$ cat src/rtl/led_ctrl_pkg.sv
// Shared types and constants for the LED status arbiter.
// LED_ARB_ROUND_ROBIN_EN selects round-robin arbitration in led_status_arbiter.
package led_ctrl_pkg;

    typedef enum logic {
        StIdle,
        StOwn
    } arb_state_e;

    typedef logic [2:0] rgb_t;

    localparam int unsigned LED_W = 4;

endpackage

$ cat src/rtl/led_tick_gen.sv
// Free-running divider producing a one-cycle tick every CLK_FREQ/TICK_FREQ cycles.
// The tick is asserted combinationally during the wrap cycle of the counter.
module led_tick_gen #(
    parameter int unsigned CLK_FREQ  = 12000000,
    parameter int unsigned TICK_FREQ = 4
) (
    input  logic clk,
    input  logic rst,
    output logic tick_o
);

    localparam int unsigned DIV   = CLK_FREQ / TICK_FREQ;
    localparam int unsigned CNT_W = (DIV > 1) ? $clog2(DIV) : 1;
    localparam logic [CNT_W-1:0] CNT_MAX = CNT_W'(DIV - 1);

    logic [CNT_W-1:0] r_cnt;
    logic             w_wrap;

    assign w_wrap = (r_cnt == CNT_MAX);
    assign tick_o = w_wrap;

    always_ff @(posedge clk) begin
        if (rst) begin
            r_cnt <= '0;
        end else if (w_wrap) begin
            r_cnt <= '0;
        end else begin
            r_cnt <= r_cnt + 1'b1;
        end
    end

endmodule

$ cat src/rtl/led_status_arbiter.sv
// Arbitrates NUM_REQ status requesters onto one RGB LED plus a 4-bit LED bank.
// Define LED_ARB_ROUND_ROBIN_EN for round-robin; default build is fixed priority.
module led_status_arbiter
    import led_ctrl_pkg::*;
#(
    parameter int unsigned CLK_FREQ   = 12000000,
    parameter int unsigned TICK_FREQ  = 4,
    parameter int unsigned NUM_REQ    = 4,
    parameter int unsigned HOLD_TICKS = 4
) (
    input  logic                   clk,
    input  logic                   rst,
    input  logic [NUM_REQ-1:0]     req_i,
    input  logic [3*NUM_REQ-1:0]   req_rgb_i,
    input  logic [4*NUM_REQ-1:0]   req_led_i,
    input  logic [NUM_REQ-1:0]     req_blink_i,
    output logic [NUM_REQ-1:0]     grant_o,
    output logic                   led0_r_o,
    output logic                   led0_g_o,
    output logic                   led0_b_o,
    output logic [LED_W-1:0]       led_o,
    output logic                   busy_o
);

    localparam int unsigned IDX_W  = (NUM_REQ > 1) ? $clog2(NUM_REQ) : 1;
    localparam int unsigned HOLD_W = (HOLD_TICKS > 0) ? $clog2(HOLD_TICKS + 1) : 1;
    localparam logic [HOLD_W-1:0] HOLD_MAX = HOLD_W'(HOLD_TICKS);
    localparam logic [IDX_W-1:0]  IDX_LAST = IDX_W'(NUM_REQ - 1);

    arb_state_e          r_state;
    logic [IDX_W-1:0]    r_owner;
    logic [NUM_REQ-1:0]  r_grant;
    logic [HOLD_W-1:0]   r_hold;
    logic                r_phase;
    rgb_t                r_rgb;
    logic [LED_W-1:0]    r_led;
    logic                r_busy;

    logic                w_tick;
    logic                w_phase_nxt;
    logic                w_owner_req;
    logic                w_hold_done;
    logic                w_rearb;
    logic                w_pick_valid;
    logic                w_nxt_valid;
    logic                w_nxt_blank;
    logic [NUM_REQ-1:0]  w_arb_req;
    logic [IDX_W-1:0]    w_start;
    logic [IDX_W-1:0]    w_pick;
    logic [IDX_W-1:0]    w_nxt_idx;
    rgb_t                w_rgb_arr [NUM_REQ];
    logic [LED_W-1:0]    w_led_arr [NUM_REQ];

    for (genvar g = 0; g < NUM_REQ; g++) begin : g_unpack
        assign w_rgb_arr[g] = req_rgb_i[3*g +: 3];
        assign w_led_arr[g] = req_led_i[4*g +: 4];
    end

    led_tick_gen #(
        .CLK_FREQ  (CLK_FREQ),
        .TICK_FREQ (TICK_FREQ)
    ) u_tick_gen (
        .clk    (clk),
        .rst    (rst),
        .tick_o (w_tick)
    );

`ifdef LED_ARB_ROUND_ROBIN_EN
    logic [IDX_W-1:0] r_rr_ptr;
    assign w_start = r_rr_ptr;
`else
    assign w_start = '0;
`endif

    // Circular search from start; returns {found, index}.
    function automatic logic [IDX_W:0] pick_req(input logic [NUM_REQ-1:0] req,
                                                input logic [IDX_W-1:0]   start);
        logic             found;
        logic [IDX_W-1:0] idx;
        logic [IDX_W-1:0] win;
        found = 1'b0;
        win   = '0;
        for (int unsigned k = 0; k < NUM_REQ; k++) begin
            idx = IDX_W'((32'(start) + k) % NUM_REQ);
            if (!found && req[idx]) begin
                found = 1'b1;
                win   = idx;
            end
        end
        return {found, win};
    endfunction

    always_comb begin
        w_phase_nxt = r_phase ^ w_tick;
        w_owner_req = |(req_i & r_grant);
        w_hold_done = (r_hold == HOLD_MAX);
        // An owner dropping its request always wins over hold expiry.
        if (r_state == StIdle || !w_owner_req) begin
            w_rearb   = 1'b1;
            w_arb_req = req_i;
        end else begin
            w_arb_req = req_i & ~r_grant;
            w_rearb   = w_hold_done && (|w_arb_req);
        end
        {w_pick_valid, w_pick} = pick_req(w_arb_req, w_start);
        w_nxt_valid = w_rearb ? w_pick_valid : 1'b1;
        w_nxt_idx   = w_rearb ? w_pick : r_owner;
        w_nxt_blank = req_blink_i[w_nxt_idx] && !w_phase_nxt;
    end

    always_ff @(posedge clk) begin
        if (rst) begin
            r_state <= StIdle;
            r_owner <= '0;
            r_grant <= '0;
            r_hold  <= '0;
            r_phase <= 1'b0;
            r_rgb   <= '0;
            r_led   <= '0;
            r_busy  <= 1'b0;
`ifdef LED_ARB_ROUND_ROBIN_EN
            r_rr_ptr <= '0;
`endif
        end else begin
            r_phase <= w_phase_nxt;
            if (w_nxt_valid) begin
                r_state <= StOwn;
                r_owner <= w_nxt_idx;
                r_grant <= NUM_REQ'(1) << w_nxt_idx;
                r_busy  <= 1'b1;
                r_rgb   <= w_nxt_blank ? '0 : w_rgb_arr[w_nxt_idx];
                r_led   <= w_nxt_blank ? '0 : w_led_arr[w_nxt_idx];
                if (w_rearb) begin
                    r_hold <= '0;
                end else if (w_tick && !w_hold_done) begin
                    r_hold <= r_hold + 1'b1;
                end
`ifdef LED_ARB_ROUND_ROBIN_EN
                if (w_rearb) begin
                    r_rr_ptr <= (w_nxt_idx == IDX_LAST) ? '0 : w_nxt_idx + 1'b1;
                end
`endif
            end else begin
                r_state <= StIdle;
                r_grant <= '0;
                r_hold  <= '0;
                r_rgb   <= '0;
                r_led   <= '0;
                r_busy  <= 1'b0;
            end
        end
    end

    assign grant_o  = r_grant;
    assign led0_r_o = r_rgb[2];
    assign led0_g_o = r_rgb[1];
    assign led0_b_o = r_rgb[0];
    assign led_o    = r_led;
    assign busy_o   = r_busy;

endmodule

$ cat config.mk
export PLATFORM = sky130hd
export DESIGN_NAME = led_status_arbiter
export DESIGN_NICKNAME = d
export VERILOG_FILES = /design/src/rtl/led_ctrl_pkg.sv /design/src/rtl/led_tick_gen.sv /design/src/rtl/led_status_arbiter.sv
export SDC_FILE = /design/constraint.sdc
export NUM_CORES = 1
export LEC_CHECK = 0
export BUFFER_PORTS_ARGS = -buffer_cell sky130_fd_sc_hd__buf_2
export CAP_MARGIN = 25
export CORE_MARGIN = 10
export CORE_UTILIZATION = 37
export DETAILED_ROUTE_END_ITERATION = 12
export PLACE_DENSITY = 0.61
export SYNTH_ARGS = -nofsm -noshare
export SYNTH_HDL_FRONTEND = slang
export SYNTH_HIERARCHICAL = 1
export SYNTH_SLANG_ARGS = --single-unit
$ cat constraint.sdc
create_clock -name clk -period 2.55 [get_ports clk]
set_input_delay 0.51 -clock clk [delete_from_list [all_inputs] [get_ports clk]]
set_output_delay 0.51 -clock clk [all_outputs]
set_load 0.03 [all_outputs]
==> results.py, run 1 <==
metrics = {
    "clock_tree": {
        "clock_latency_ns": 0.30,
        "root_buffer": "clkbuf_8",
        "cts_setup_buffers": 0,
        "cts_resized": 0,
        "cts.sinks": 40,
        "htreeDepth": 2,
        "numCtsBuffers": 5,
        "cts.clk_slew.worst_paths_ns": 0.09,
        "cts_buffer_depth": 2,
        "cts-hold-fix-buffers": 0,
        "cts_tree": "built",
    },
    "synth": {
        "syn-num-nets": 281,
        "synthCells": 240,
        "syn_avg_cell_area_um2": 9.21,
        "netlist_area_um2": 2210,
        "synth_cell_types": 53,
        "ys_warn_count": 6,
        "synthTopCellsByArea": "dfxtp_1 36%, nor2_2 4.8%, a211oi_1 4.8%",
        "synth_edf_count": 0,
        "async_flop_share": 0,
        "yosysSeqAreaShare": 0.362,
        "yosys.area.top_type_share": 0.362,
        "synth_flop_cell": "dfxtp_1",
        "synth-seq-cells": 40,
        "yosysTopAreaCell": "dfxtp_1",
    },
    "place": {
        "port_buffers": 49,
        "place_ws_ns": 0.249,
        "place_hpwl_um": 4140,
        "dp_cells": 363,
        "place_congestion": 0.832,
    },
    "timing": {
        "finalSetupTns_ns": 0,
        "worst_slack_ns": 0.238,
        "final_max_slew_viol_count": 0,
        "worst_slew_pin_slew_ns": 0.513,
        "fin_worst_skew_ns": 0.0125,
        "period_share": 0.907,
        "hold_slack_ns": 0.480,
        "max_freq_mhz": 433,
        "rsz0062_at_grt": "false",
        "max_slew_margin": 0.658,
        "hold_viol": 0,
        "setup_viol": 0,
        "finalCriticalPeriod_ns": 2.31,
    },
    "power": {
        "p_per_area_nw_per_um2": 548,
        "ir_worst_vdd_mv": 0.224,
        "leakage_uw": 0.000994,
        "power.total_uw": 1450,
    },
    "status": {
        "outcome": "completed",
    },
    "setup_path": {
        "startpoint_type": "flip-flop",
        "crit_required_ns": 2.75,
        "cp-end-kind": "flip-flop",
        "arrival_ns": 2.52,
        "crit_family": "simple AND/OR/NAND/NOR gates",
        "cp_slowest_cell": "or4b_1",
        "critPathKind": "reg -> reg",
        "crit_path_cell_trace": "or4b_1 -> or3_4 -> nor3_1 -> xor2_1 -> a221oi_4 -> nor4_1",
        "crit_fanout": 7,
        "path_buf_inv": 0,
        "slowest_delay_ns": 0.50,
    },
    "layout": {
        "fillers": 597,
        "stdcell_count": 371,
        "diodes": 0,
        "drive_above_1_share": 0.365,
        "final_net_count": 336,
        "syn2layout_area_growth_pct": 19.8,
    },
    "floorplan": {
        "row_count": 28,
        "ios": 50,
        "initial_utilization": 0.378,
        "core-area_um2": 5850,
        "die_h_um": 97.3,
        "die-area_um2": 9470,
        "die-width_um": 97.3,
    },
    "route": {
        "drt_iter0_drc": 74,
        "dr.pass1.iters": 4,
        "wl_per_cell_um": 14.5,
        "num_vias": 1947,
        "drt-total-wl_um": 5380,
        "drc_errors": 0,
        "via_per_inst": 5.25,
        "antenna_left": 0,
    },
    "grt": {
        "antenna_found_initial": 0,
        "grt_usage": 0.114,
        "grt_pass1_wl_um": 9300,
        "grt_max_degree": 23,
        "grt_pass1_vias": 1999,
        "grt_overflow": 0,
    },
    "min_path": {
        "hp-class": "reg -> reg",
    },
    "run": {
        "timing.max_cap.violations": 0,
    },
}
## Yosys cell counts, types with 2 or more instances
| library cell | n |
|---|---|
| dfxtp_1 | 40 |
| nor2_1 | 4 |
| nor2_2 | 17 |
| a21boi_1 | 3 |
| nor3_1 | 13 |
| or4_1 | 2 |
| nand4_2 | 2 |
| a211oi_1 | 14 |
| inv_1 | 7 |
| or3_1 | 5 |
| xor2_1 | 6 |
| a21o_1 | 2 |
| nand3_1 | 9 |
| nand4_1 | 5 |
| and3_1 | 10 |
| and3_2 | 5 |
| buf_6 | 4 |
| nand2b_1 | 4 |
| xnor2_1 | 12 |
| nand2_1 | 15 |
| nor4_1 | 12 |
| a21oi_1 | 7 |
| and2_1 | 2 |
| ha_1 | 3 |
| a21bo_2 | 2 |
| a21oi_2 | 4 |
| o21ai_0 | 5 |
## report_power, final
group          internal (uW)  switching (uW)
Sequential               648            17.5
Clock                    290             227
Combinational            109             158
Total                   1050             403
## metal layers
| metal | GRT usage | vias to the layer above | wire, um | part of all wire |
|---|---|---|---|---|
| li1 | - | 994 | - | - |
| met1 | 0.131 | 908 | 2390 | 0.44 |
| met2 | 0.201 | 39 | 2680 | 0.50 |
| met3 | 0.0263 | 6 | 234 | 0.044 |
| met4 | 0.0403 | 0 | 74 | 0.014 |
| met5 | 0 | - | 0 | 0 |
## kinds of logic after synthesis
kind of cell / count (synthesis) / synth area share
compound gates: 51 / 0.204
xor+xnor: 18 / 0.0713
fa+ha+maj: 3 / 0.0170
buf+inv: 15 / 0.0419
flops: 40 / 0.362
simple gates: 113 / 0.303
## placed cells by master (no fill, tap or decap), types with 3 or more instances in the layout
cell,n
xnor2_1,12
inv_1,7
nor3_1,13
nand2b_1,4
a21oi_2,4
and3_1,10
nor2_1,4
clkbuf_8,5
nand3_1,9
nand4_1,5
o21ai_0,5
or3_1,5
nor2_2,17
and3_2,5
a21boi_1,3
buf_4,7
a211oi_1,14
ha_1,3
nand2_1,15
nor4_1,12
buf_2,49
dfxtp_1,40
a21oi_1,7
xor2_1,6
## area by class of cell
class                   instances  area, um2  share of cell area
clock buffers                   5       68.8              0.0260
repair buffers                 56        298               0.112
well taps                      75       93.8              0.0354
flip-flops and latches         40        801               0.302
multi-input cells             185       1320               0.498
inverters                       7       26.3             0.00992
clock inverters                 3       42.5              0.0161
## metrics by stage
step                 util  instance area, um2
floorplan               -                2210
global placement    0.433                2540
detailed placement  0.433                2540
CTS                 0.453                2650
global route        0.453                2650
finish              0.453                2650
## worst reg2reg max path, stage by stage (launching register included)
cell and delay (ns):
dfxtp_1 0.36, or4b_1 0.50, or3_4 0.35, nor3_1 0.32, xor2_1 0.29, a221oi_4 0.10, nor4_1 0.30
## path summary, 6_finish.rpt
path,from,cells after the start,slack (ns),endpoint
worst max-delay path,u_tick_gen/r_cnt[6],6,0.24,led_o[2]
worst min-delay path,r_owner[1],2,0.48,r_owner[1]
worst max register to register,u_tick_gen/r_cnt[6],6,0.24,led_o[2]
worst min register to register,r_owner[1],2,0.48,r_owner[1]
## flip-flops by register name, summed over array words and instances (netlist names)
register	cells
busy_o	1
grant_o	4
led_o	4
r_hold	3
r_owner	2
r_phase	1
r_rgb	3
u_tick_gen/r_cnt	22
Note: power is estimated with default switching activity, not from simulation.
==> inputs of run 2 (changes only) <==
==> constraint.sdc (replaced) <==
create_clock -name clk -period 2.55 [get_ports clk]
set_input_delay 0.255 -clock clk [delete_from_list [all_inputs] [get_ports clk]]
set_output_delay 0.255 -clock clk [all_outputs]
set_load 0.03 [all_outputs]
==> results.py, run 2 (synthesized netlist as in run 1, its figures left out) <==
metrics = {
    "clock_tree": {
        "htreeDepth": 2,
        "root_buffer": "clkbuf_8",
        "cts_tree": "built",
        "cts.clk_slew.worst_paths_ns": 0.09,
        "cts_resized": 0,
        "cts_setup_buffers": 0,
        "clock_latency_ns": 0.29,
        "cts.sinks": 40,
        "cts_buffer_depth": 2,
        "numCtsBuffers": 5,
        "cts-hold-fix-buffers": 0,
    },
    "timing": {
        "max_slew_margin": 0.674,
        "setup_viol": 0,
        "period_share": 0.905,
        "fin_worst_skew_ns": 0.00988,
        "hold_slack_ns": 0.231,
        "finalSetupTns_ns": 0,
        "finalCriticalPeriod_ns": 2.31,
        "max_freq_mhz": 433,
        "worst_slew_pin_slew_ns": 0.487,
        "rsz0062_at_grt": "false",
        "hold_viol": 0,
        "final_max_slew_viol_count": 0,
    },
    "route": {
        "antenna_left": 0,
        "drt-total-wl_um": 5200,
        "drc_errors": 0,
        "dr.pass1.iters": 4,
        "num_vias": 1915,
        "drt_iter0_drc": 89,
        "wl_per_cell_um": 14.1,
        "via_per_inst": 5.20,
    },
    "setup_path": {
        "crit_fanout": 7,
        "startpoint": "u_tick_gen/r_cnt[17]",
        "setup.worst_path.end": "led_o[2]",
        "critPathKind": "reg -> reg",
        "rr_startpoint": "u_tick_gen/r_cnt[17]",
        "cp-end-kind": "flip-flop",
        "startpoint_type": "flip-flop",
        "r2r_slack_ns": 0.24,
        "crit_required_ns": 2.75,
        "ff2ff_path_depth": 6,
        "arrival_ns": 2.51,
        "r2r-end": "led_o[2]",
    },
    "floorplan": {
        "die-width_um": 97.3,
        "die-area_um2": 9470,
        "ios": 50,
        "initial_utilization": 0.378,
        "core-area_um2": 5850,
        "row_count": 28,
        "die_h_um": 97.3,
    },
    "power": {
        "p_per_area_nw_per_um2": 551,
        "ir_worst_vdd_mv": 0.262,
        "clock_power_share": 0.362,
        "p_int_uw": 1050,
        "p_seq_frac": 0.460,
        "leakage_uw": 0.000980,
        "p_comb_frac": 0.178,
        "sw_frac_of_total": 0.278,
        "netSwitchingPower_uw": 402,
    },
    "place": {
        "place_congestion": 0.833,
        "port_buffers": 49,
        "place_hpwl_um": 3950,
    },
    "min_path": {
        "hp-class": "in -> reg",
    },
    "layout": {
        "diodes": 0,
        "top_register": "u_tick_gen/r_cnt",
        "syn2layout_area_growth_pct": 18.9,
        "layout_common_cells": "49 x buf_2, 40 x dfxtp_1, 17 x nor2_2",
        "fillers": 593,
        "layout_commonest_cell": "buf_2",
        "largest_reg_flops": 22,
        "drive_above_1_share": 0.358,
        "final_net_count": 333,
    },
    "grt": {
        "grt_pass1_wl_um": 8630,
        "antenna_found_initial": 0,
        "grt_pass1_vias": 1884,
        "grt_usage": 0.106,
        "grt_max_degree": 23,
        "grt_overflow": 0,
    },
    "run": {
        "timing.max_cap.violations": 0,
    },
    "status": {
        "outcome": "completed",
    },
}
[run 2: through the flow]
step | cells | setup slack [ns] | total power (uW) | utilization | area, um2
floorplan | 240 | 0.440 | 867 | - | 2210
global placement | 360 | 0.317 | 940 | 0.430 | 2510
detailed placement | 360 | 0.216 | 942 | 0.430 | 2510
CTS | 368 | 0.209 | 1480 | 0.449 | 2630
global route | 368 | 0.0111 | 1530 | 0.449 | 2630
finish | 368 | 0.243 | 1450 | 0.449 | 2630
[run 2: how the worst min path moves through the flow]
stage	cells after the start	start	slack, ns	end
floorplan	1	rst	0.32	r_owner[0]
global placement	2	r_owner[1]	0.46	r_owner[1]
detailed placement	2	r_owner[0]	0.47	r_owner[0]
CTS	2	rst	0.23	r_owner[0]
global route	2	rst	0.23	r_owner[0]
finish	2	rst	0.23	r_owner[0]
[run 2: critical path, cell delays in order (launching register included)]
cell and delay, ns:
dfxtp_1 0.35, or4b_1 0.52, or3_4 0.36, nor3_1 0.31, xor2_1 0.29, a221oi_4 0.10
nor4_1 0.29
[run 2: power groups by stage]
stage	Combinational (uW)	Sequential, uW	Clock [uW]
floorplan	154	713	0
global placement	259	681	0
detailed placement	260	682	0
CTS	261	667	549
global route	284	669	574
finish	257	666	525
[run 2: final cells by class]
type / count / area (um2) / area share
clock inverters: 3 / 46.3 / 0.0176
clock buffers: 5 / 68.8 / 0.0262
repair buffers: 53 / 275 / 0.105
multi-input cells: 185 / 1320 / 0.501
well taps: 75 / 93.8 / 0.0357
inverters: 7 / 26.3 / 0.0100
flip-flops and latches: 40 / 801 / 0.305
[run 2: layer usage]
layer  track usage  share of wire
met3        0.0299          0.042
met2         0.186           0.51
met4        0.0336         0.0077
met1         0.121           0.44
met5             0              0
==> inputs of run 3 (changes only) <==
Settings changed: PLACE_DENSITY 0.61 to default, REMOVE_ABC_BUFFERS from default to 1.
==> results.py, run 3 (synthesized netlist as in run 1, its figures left out) <==
metrics = {
    "status": {
        "outcome": "completed",
    },
    "setup_path": {
        "slowest_delay_ns": 0.51,
        "crit_path_cell_trace": "or4b_1 -> or3_4 -> nor3_1 -> xor2_1 -> a221oi_4 -> nor4_1",
        "crit_fanout": 7,
        "arrival_ns": 2.51,
        "cp_slowest_cell": "or4b_1",
        "path_buf_inv": 0,
        "r2r_slack_ns": 0.23,
        "rr_startpoint": "u_tick_gen/r_cnt[6]",
        "r2r-end": "r_rgb[1]",
        "crit_required_ns": 2.74,
        "critPathKind": "reg -> reg",
        "crit_family": "simple AND/OR/NAND/NOR gates",
        "cp-end-kind": "flip-flop",
        "ff2ff_path_depth": 6,
        "startpoint_type": "flip-flop",
    },
    "clock_tree": {
        "htreeDepth": 2,
        "cts.sinks": 40,
        "cts_setup_buffers": 0,
        "root_buffer": "clkbuf_8",
        "cts-hold-fix-buffers": 0,
        "cts_resized": 0,
        "cts.clk_slew.worst_paths_ns": 0.07,
        "cts_buffer_depth": 2,
        "clock_latency_ns": 0.29,
        "numCtsBuffers": 5,
        "cts_tree": "built",
    },
    "route": {
        "drt-total-wl_um": 5280,
        "drt_iter0_drc": 83,
        "dr.pass1.iters": 5,
        "drc_errors": 0,
        "wl_per_cell_um": 14.3,
        "antenna_left": 0,
        "num_vias": 1931,
        "via_per_inst": 5.23,
    },
    "place": {
        "dp_cells": 362,
        "placed_cell_area_um2": 2530,
        "place_congestion": 0.796,
        "place_hpwl_um": 4070,
        "port_buffers": 49,
        "place_ws_ns": 0.236,
    },
    "layout": {
        "layout_common_cells": "49 x buf_2, 40 x dfxtp_1, 17 x nor2_2",
        "diodes": 0,
        "stdcell_count": 369,
        "top_register": "u_tick_gen/r_cnt",
        "final_net_count": 335,
        "design_area_um2": 2610,
        "syn2layout_area_growth_pct": 17.9,
        "drive_above_1_share": 0.357,
        "largest_reg_flops": 22,
        "layout_commonest_cell": "buf_2",
    },
    "grt": {
        "grt_pass1_vias": 1860,
        "gr-max-usage-layer": "met2",
        "grt_max_degree": 23,
        "grt_use_met2": 0.182,
        "use_met3": 0.0377,
        "grt_pass1_wl_um": 9040,
        "grt_overflow": 0,
        "antenna_found_initial": 0,
        "met1_usage": 0.135,
        "grt_usage": 0.111,
    },
    "power": {
        "leakage_uw": 0.000975,
        "p_seq_frac": 0.504,
        "p_comb_frac": 0.200,
        "clock_power_share": 0.297,
        "p_int_uw": 942,
        "ir_worst_vdd_mv": 0.293,
        "p_per_area_nw_per_um2": 507,
        "power.total_uw": 1320,
        "netSwitchingPower_uw": 379,
        "sw_frac_of_total": 0.287,
    },
    "floorplan": {
        "die-width_um": 97.3,
        "row_count": 28,
        "ios": 50,
        "initial_utilization": 0.378,
        "die_h_um": 97.3,
        "die-area_um2": 9470,
        "core-area_um2": 5850,
    },
    "timing": {
        "setup_viol": 0,
        "period_share": 0.911,
        "hold_viol": 0,
        "worst_slack_ns": 0.226,
        "max_freq_mhz": 430,
        "final_max_slew_viol_count": 0,
        "finalCriticalPeriod_ns": 2.32,
        "max_slew_margin": 0.665,
        "worst_slew_pin_slew_ns": 0.499,
        "rsz0062_at_grt": "false",
        "finalSetupTns_ns": 0,
        "fin_worst_skew_ns": 0.00736,
    },
    "run": {
        "timing.max_cap.violations": 0,
    },
    "min_path": {
        "hold_path_depth": 2,
        "min_to": "r_owner[1]",
        "min_from": "rst",
        "hp-class": "in -> reg",
    },
}
-- run 3: area by class of cell --
cell class / count / area [um2]
multi-input combinational: 185 / 1320
clock inverter: 1 / 5.00
fill: 599 / 3240
tap: 75 / 93.8
inverter: 7 / 26.3
timing repair buffer: 55 / 290
sequential: 40 / 801
clock buffer: 6 / 72.6
-- run 3: power by group through the flow --
stage	Combinational (uW)	Sequential (uW)	Clock [uW]
floorplan	140	713	0
detailed placement	266	681	0
global route	288	668	436
global placement	266	680	0
finish	264	665	392
CTS	267	666	404
-- run 3: worst max path at each step --
stage                         start              endpoint  slack (ns)  cells after the start
6_report        u_tick_gen/r_cnt[6]              r_rgb[1]        0.23                      6
4_1_cts         u_tick_gen/r_cnt[6]              r_rgb[1]        0.21                      6
3_3_place_gp    u_tick_gen/r_cnt[6]              r_rgb[0]        0.32                      6
2_1_floorplan   u_tick_gen/r_cnt[6]  u_tick_gen/r_cnt[17]        0.27                      4
3_5_place_dp    u_tick_gen/r_cnt[6]              r_rgb[1]        0.24                      6
5_1_grt        u_tick_gen/r_cnt[17]              led_o[2]        0.03                      6
-- run 3: worst register-to-register path, cell delays in order (launching register included) --
cell	delay [ns]
dfxtp_1	0.37
or4b_1	0.51
or3_4	0.36
nor3_1	0.29
xor2_1	0.31
a221oi_4	0.10
nor4_1	0.30
-- run 3: per-stage QoR --
stage | util | hold WS [ns]
3_3_place_gp | 0.432 | 0.466
3_5_place_dp | 0.432 | 0.470
5_1_grt | 0.445 | 0.216
2_1_floorplan | - | 0.324
6_report | 0.445 | 0.223
4_1_cts | 0.445 | 0.217
-- run 3: per-layer routing --
| layer | wire length, um | up-vias |
|---|---|---|
| li1 | - | 997 |
| met1 | 2370 | 897 |
| met2 | 2610 | 30 |
| met3 | 243 | 7 |
| met4 | 57 | 0 |
| met5 | 0 | - |
